===== src/rtl/uart_tx_arbiter_if.sv =====
// uart_tx_arbiter_if: requester handshake and uart_tx-side signals of the arbiter
interface uart_tx_arbiter_if #(
  parameter int N_REQ = 4,
  parameter int PAYLOAD_BITS = 8
);
  logic [N_REQ-1:0] req_valid;
  logic [N_REQ-1:0] req_last;
  logic [N_REQ-1:0] req_ready;
  logic [N_REQ-1:0] grant;
  logic [N_REQ*PAYLOAD_BITS-1:0] req_data;
  logic msg_abort;
  logic tx_en;
  logic tx_busy;
  logic [PAYLOAD_BITS-1:0] tx_data;
  modport slave (
    input req_valid, req_data, req_last, tx_busy,
    output req_ready, grant, msg_abort, tx_en, tx_data
  );
  modport master (
    output req_valid, req_data, req_last, tx_busy,
    input req_ready, grant, msg_abort, tx_en, tx_data
  );
endinterface


===== src/rtl/uart_tx_arbiter.sv =====
// uart_tx_arbiter: message-granular round-robin sharing of one uart_tx among N_REQ byte streams
module uart_tx_arbiter #(
  parameter int N_REQ = 4,
  parameter int PAYLOAD_BITS = 8,
  parameter int HOLD_TIMEOUT = 65535
) (
  input logic clk,
  input logic rst_n,
  uart_tx_arbiter_if.slave bus
);
  localparam int IW = $clog2(N_REQ);
  typedef enum logic [1:0] {IDLE, SEND, WAIT_HI, WAIT_LO} state_t;
  state_t state, state_d;
  logic [N_REQ-1:0] grant, grant_d;
  logic [IW-1:0] owner, owner_d, rr_ptr, rr_d, win, cand, nxt;
  logic [23:0] hold_cnt, hold_d;
  logic [PAYLOAD_BITS-1:0] tx_data, tx_data_d;
  logic last_r, last_d, tx_en, tx_en_d, abort, abort_d, found;
  assign nxt = owner == IW'(N_REQ - 1) ? '0 : owner + 1'b1;
  assign bus.req_ready = (state == SEND && !bus.tx_busy) ? grant & bus.req_valid : '0;
  assign bus.grant = grant;
  assign bus.tx_en = tx_en;
  assign bus.tx_data = tx_data;
  assign bus.msg_abort = abort;
  // round-robin search: walk down so the lowest offset from rr_ptr is written last and wins
  always_comb begin
    found = 1'b0;
    win = '0;
    cand = '0;
    for (int k = N_REQ - 1; k >= 0; k--) begin
      cand = IW'(({1'b0, rr_ptr} + (IW+1)'(k)) % (IW+1)'(N_REQ));
      if (bus.req_valid[cand]) begin
        found = 1'b1;
        win = cand;
      end
    end
  end
  // next-state and registered-output logic; tx_en defaults low so it is a one-cycle pulse
  always_comb begin
    state_d = state;
    grant_d = grant;
    owner_d = owner;
    rr_d = rr_ptr;
    hold_d = hold_cnt;
    last_d = last_r;
    tx_data_d = tx_data;
    tx_en_d = 1'b0;
    abort_d = 1'b0;
    case (state)
      IDLE: if (found) begin
        grant_d = N_REQ'(1) << win;
        owner_d = win;
        hold_d = '0;
        state_d = SEND;
      end
      SEND: if (bus.req_ready[owner]) begin
        tx_data_d = bus.req_data[owner*PAYLOAD_BITS +: PAYLOAD_BITS];
        tx_en_d = 1'b1;
        last_d = bus.req_last[owner];
        hold_d = '0;
        state_d = WAIT_HI;
      end else if (!bus.req_valid[owner] && !bus.tx_busy) begin
        if (hold_cnt == 24'(HOLD_TIMEOUT - 1)) begin
          grant_d = '0;
          rr_d = nxt;
          abort_d = 1'b1;
          state_d = IDLE;
        end else hold_d = hold_cnt + 1'b1;
      end
      WAIT_HI: state_d = bus.tx_busy ? WAIT_LO : WAIT_HI;
      WAIT_LO: if (!bus.tx_busy) begin
        state_d = last_r ? IDLE : SEND;
        grant_d = last_r ? '0 : grant;
        rr_d = last_r ? nxt : rr_ptr;
      end
      default: state_d = IDLE;
    endcase
  end
  // state and output registers; reset discards any message in flight
  always_ff @(posedge clk or negedge rst_n)
    if (!rst_n) begin
      state <= IDLE;
      grant <= '0;
      owner <= '0;
      rr_ptr <= '0;
      hold_cnt <= '0;
      last_r <= 1'b0;
      tx_data <= '0;
      tx_en <= 1'b0;
      abort <= 1'b0;
    end else begin
      state <= state_d;
      grant <= grant_d;
      owner <= owner_d;
      rr_ptr <= rr_d;
      hold_cnt <= hold_d;
      last_r <= last_d;
      tx_data <= tx_data_d;
      tx_en <= tx_en_d;
      abort <= abort_d;
    end
endmodule


===== src/flat_wrapper.sv =====
// flat-port wrapper written by rule: the top's interface ports become plain ports
module uart_tx_arbiter_flat 
#(
  parameter int N_REQ = 4,
  parameter int PAYLOAD_BITS = 8,
  parameter int HOLD_TIMEOUT = 65535
)
  (clk, rst_n, bus_req_valid, bus_req_data, bus_req_last, bus_tx_busy, bus_req_ready, bus_grant, bus_msg_abort, bus_tx_en, bus_tx_data);
  uart_tx_arbiter_if #(.N_REQ(N_REQ), .PAYLOAD_BITS(PAYLOAD_BITS)) bus_i ();
  input logic clk;
  input logic rst_n;
  input wire logic [$bits(bus_i.req_valid)-1:0] bus_req_valid;
  input wire logic [$bits(bus_i.req_data)-1:0] bus_req_data;
  input wire logic [$bits(bus_i.req_last)-1:0] bus_req_last;
  input wire logic [$bits(bus_i.tx_busy)-1:0] bus_tx_busy;
  output wire logic [$bits(bus_i.req_ready)-1:0] bus_req_ready;
  output wire logic [$bits(bus_i.grant)-1:0] bus_grant;
  output wire logic [$bits(bus_i.msg_abort)-1:0] bus_msg_abort;
  output wire logic [$bits(bus_i.tx_en)-1:0] bus_tx_en;
  output wire logic [$bits(bus_i.tx_data)-1:0] bus_tx_data;
  assign bus_i.req_valid = bus_req_valid;
  assign bus_i.req_data = bus_req_data;
  assign bus_i.req_last = bus_req_last;
  assign bus_i.tx_busy = bus_tx_busy;
  assign bus_req_ready = bus_i.req_ready;
  assign bus_grant = bus_i.grant;
  assign bus_msg_abort = bus_i.msg_abort;
  assign bus_tx_en = bus_i.tx_en;
  assign bus_tx_data = bus_i.tx_data;
  uart_tx_arbiter #(.N_REQ(N_REQ), .PAYLOAD_BITS(PAYLOAD_BITS), .HOLD_TIMEOUT(HOLD_TIMEOUT)) u_core (.clk(clk), .rst_n(rst_n), .bus(bus_i));
endmodule

===== config.mk =====
export PLATFORM = sky130hd
export DESIGN_NAME = uart_tx_arbiter_flat
export DESIGN_NICKNAME = d
export VERILOG_FILES = /design/src/rtl/uart_tx_arbiter_if.sv /design/src/rtl/uart_tx_arbiter.sv /design/src/flat_wrapper.sv
export SDC_FILE = /design/constraint.sdc
export NUM_CORES = 1
export LEC_CHECK = 0
export BUFFER_PORTS_ARGS = -buffer_cell sky130_fd_sc_hd__buf_2
export CORE_MARGIN = 2
export CORE_UTILIZATION = 40
export CTS_CLUSTER_SIZE = 14
export DETAILED_ROUTE_END_ITERATION = 12
export PLACE_DENSITY = 0.73
export SYNTH_ARGS = -nofsm -noshare
export SYNTH_HDL_FRONTEND = slang
export SYNTH_SLANG_ARGS = --single-unit

===== constraint.sdc =====
create_clock -name clk -period 3.08 [get_ports clk]
set_clock_uncertainty 0.05 [all_clocks]
set_input_delay 0.616 -clock clk [delete_from_list [all_inputs] [get_ports clk]]
set_output_delay 0.616 -clock clk [all_outputs]
set_load 0.01 [all_outputs]

==> results.toml <==
[power]
p_total_w = 0.00253
power.leakage_nw = 1.48
power_per_cell_area_nw_per_um2 = 775
vdd_ir_drop_max_v = 0.000470

[finish]
finish.utilization = 0.486
multiInputGateArea_um2 = 1520
num_antenna_cells = 0
fillers = 629
nets = 386
final_layout_size_suffix_gt1_frac = 0.308
syn_to_final_growth_pct = 18.4
layout.cells.non_filler = 421
seq_area_um2 = 1130

[routing]
met2WireLength_um = 3170
wl_met3_um = 478
highest_layer = "met4"
vias_per_cell = 5.86
routed_wl_um = 6420
wl_met1_um = 2700
wl_per_cell_um = 15.3
via_count = 2466
ant_nets = 0
drc = 0
drt_iter0_markers = 191
first_pass_iters = 5

[flow_run]
cap_viol_max_count = 0

[synth]
yosys_warnings = 0
avgSynthCellArea_um2 = 9.89
synth-edff-count = 0
syn-num-nets = 325
synth-simple-area-share = 0.213
yosysTopAreaCell = "dfrtp_1"
ys_types = 51
muxShareOfSynthArea = 0.173
yosys-top-cells-area = "dfrtp_1 41%, mux4_2 9.0%, nand2_1 5.6%"
netlist_instances = 279
synth.most_common_cell = "dfrtp_1"
synth_ff_type = "dfrtp_1"
synth.top_cells.by_count = "45 x dfrtp_1, 41 x nand2_1, 15 x nor2_1"
synth_area_um2 = 2760
synth_fa_ha_area_frac = 0.0136
synthDominantCellAreaShare = 0.408
async_flop_share = 1.00
synth_top_family_by_area = "simple AND/OR/NAND/NOR gates"
yosysSeqAreaShare = 0.408
synth_xor_area_frac = 0
synth_compound_area_frac = 0.151
ys_seq_elements = 45

[setup_path]
crit_path_start_kind = "flop"
r2r.worst_path.cells = 5
endpoint_kind = "flop"
required_ps = 3220
path_max_fanout = 11
crit_type = "flop to flop"
cp.arrival_ps = 2620

[timing]
fin_crit_ps = 2480
setup_viol = 0
tightestPinTransition_ps = 992
finalCritPeriodShare = 0.805
rsz0062_at_grt = "no"
slew_viol_final = 0
setup_tns_ps = 0
clock.fmax_mhz = 403
finalHoldViolCount = 0
maxSlewHeadroom = 0.339

[die]
io_pins = 61
dieHeight_um = 87.1
fp.dieW_um = 87.1
initial_utilization = 0.411
die_area_um2 = 7580
core-area_um2 = 6720
fp-row-count = 30

[clocking]
clkTransAtPathRegs_ps = 90
cts.sinks = 45
clock_latency_ps = 300
cts-root-buf = "clkbuf_8"
cts_tree = "done"
h-tree-depth = 2
cts.path.max_buffers = 2
postCtsSetupBuffers = 0
cts_inserted_buffers = 5
ctsHoldBuffers = 0
cts_resized = 0

[global_route]
grt_pass1_wl_um = 11200
grt_pass1_vias = 2398
antenna_found_initial = 0
grt_max_degree = 46
grt_overflow = 0
grt_usage = 0.185

[status]
outcome = "finished, final reports clean"

[place]
portBuffers = 60
dp_cells = 413
detailed_place_hpwl_um = 4760
routabilityCongestion = 0.812

[worst_hold_path]
hp-class = "primary input to asynchronous set/reset pin"
-- cell type report --
| type | instances | share of cell area |
|---|---|---|
| Clock buffer | 6 | 0.0253 |
| Clock inverter | 2 | 0.0115 |
| Inverter | 9 | 0.0103 |
| Multi-Input combinational cell | 210 | 0.465 |
| Sequential cell | 45 | 0.345 |
| Tap cell | 80 | 0.0306 |
| Timing Repair Buffer | 69 | 0.113 |
-- worst max-delay path, cell delays in order, from the launching register on --
cell and delay, ps:
dfrtp_1 480, or3b_1 540, a211oi_1 400, nor3_2 190, a21boi_4 370, mux2_4 330
-- sequential cells by signal, indices dropped and copies added (netlist names), named ones only --
name / count
u_core.bus.grant: 4
u_core.bus.msg_abort: 1
u_core.bus.tx_data: 8
u_core.bus.tx_en: 1
u_core.hold_cnt: 24
u_core.last_r: 1
u_core.owner: 2
u_core.rr_ptr: 2
u_core.state: 1
-- power by group --
part / internal (W) / leakage [nW] / switching [W] / total [W]
clock network: 0.000264 / 0.0574 / 0.000211 / 0.000475
logic: 0.000517 / 0.832 / 0.000624 / 0.00114
registers: 0.000746 / 0.592 / 0.000171 / 0.000917
-- cell families after synthesis --
kind of cell	count (synthesis)
buffers and inverters	24
DFF	45
adders and majority gates	3
muxes	32
AOI/OAI and AO/OA	60
and+or+nand+nor	115
-- stage by stage --
step	setup slack, ps	hold WS (ps)	area, um^2
after floorplan	592	270	2760
after global placement	430	434	3150
after detailed placement	385	442	3150
after CTS	609	457	3270
after global routing	467	490	3270
final	601	415	3270
-- cells in the final DEF, fill, tap and decap left out, types with 4 or more instances in the layout --
cell type | Yosys | layout
buf_2 | 4 | 60
dfrtp_1 | 45 | 45
nand2_1 | 41 | 41
nor2_1 | 15 | 15
a31oi_1 | 14 | 14
nand3_1 | 12 | 12
a21oi_1 | 12 | 12
mux4_2 | 11 | 11
mux2_2 | 11 | 11
nand2b_1 | 10 | 10
inv_1 | 9 | 9
nand4_1 | 9 | 9
mux2i_1 | 9 | 9
buf_4 | 1 | 9
and3_1 | 6 | 6
clkbuf_8 | 0 | 6
o21ai_0 | 5 | 5
a41oi_1 | 5 | 5
nor3_1 | 4 | 4
a211oi_1 | 4 | 4
o21a_1 | 4 | 4
-- layer usage --
metal,global-route usage,vias up
li1,-,1161
met1,0.242,1202
met2,0.311,96
met3,0.0464,7
met4,0.0426,0
met5,0,-
-- worst paths after layout --
kind,start,endpoint,slack (ps)
worst max-delay path,flop,u_core.hold_cnt[1]$_DFFE_PN0P_,600
max in group asynchronous,rst_n,u_core.bus.grant[0]$_DFFE_PN0P_,1940
min in group clk,u_core.bus.tx_data[1]$_DFFE_PN0P_,u_core.bus.tx_data[1]$_DFFE_PN0P_,460
worst max register to register,flop,u_core.hold_cnt[1]$_DFFE_PN0P_,600
worst min-delay path,rst_n,u_core.hold_cnt[19]$_DFFE_PN0P_,410
worst min register to register,u_core.bus.tx_data[1]$_DFFE_PN0P_,u_core.bus.tx_data[1]$_DFFE_PN0P_,460
(Power assumes the default switching activity.)
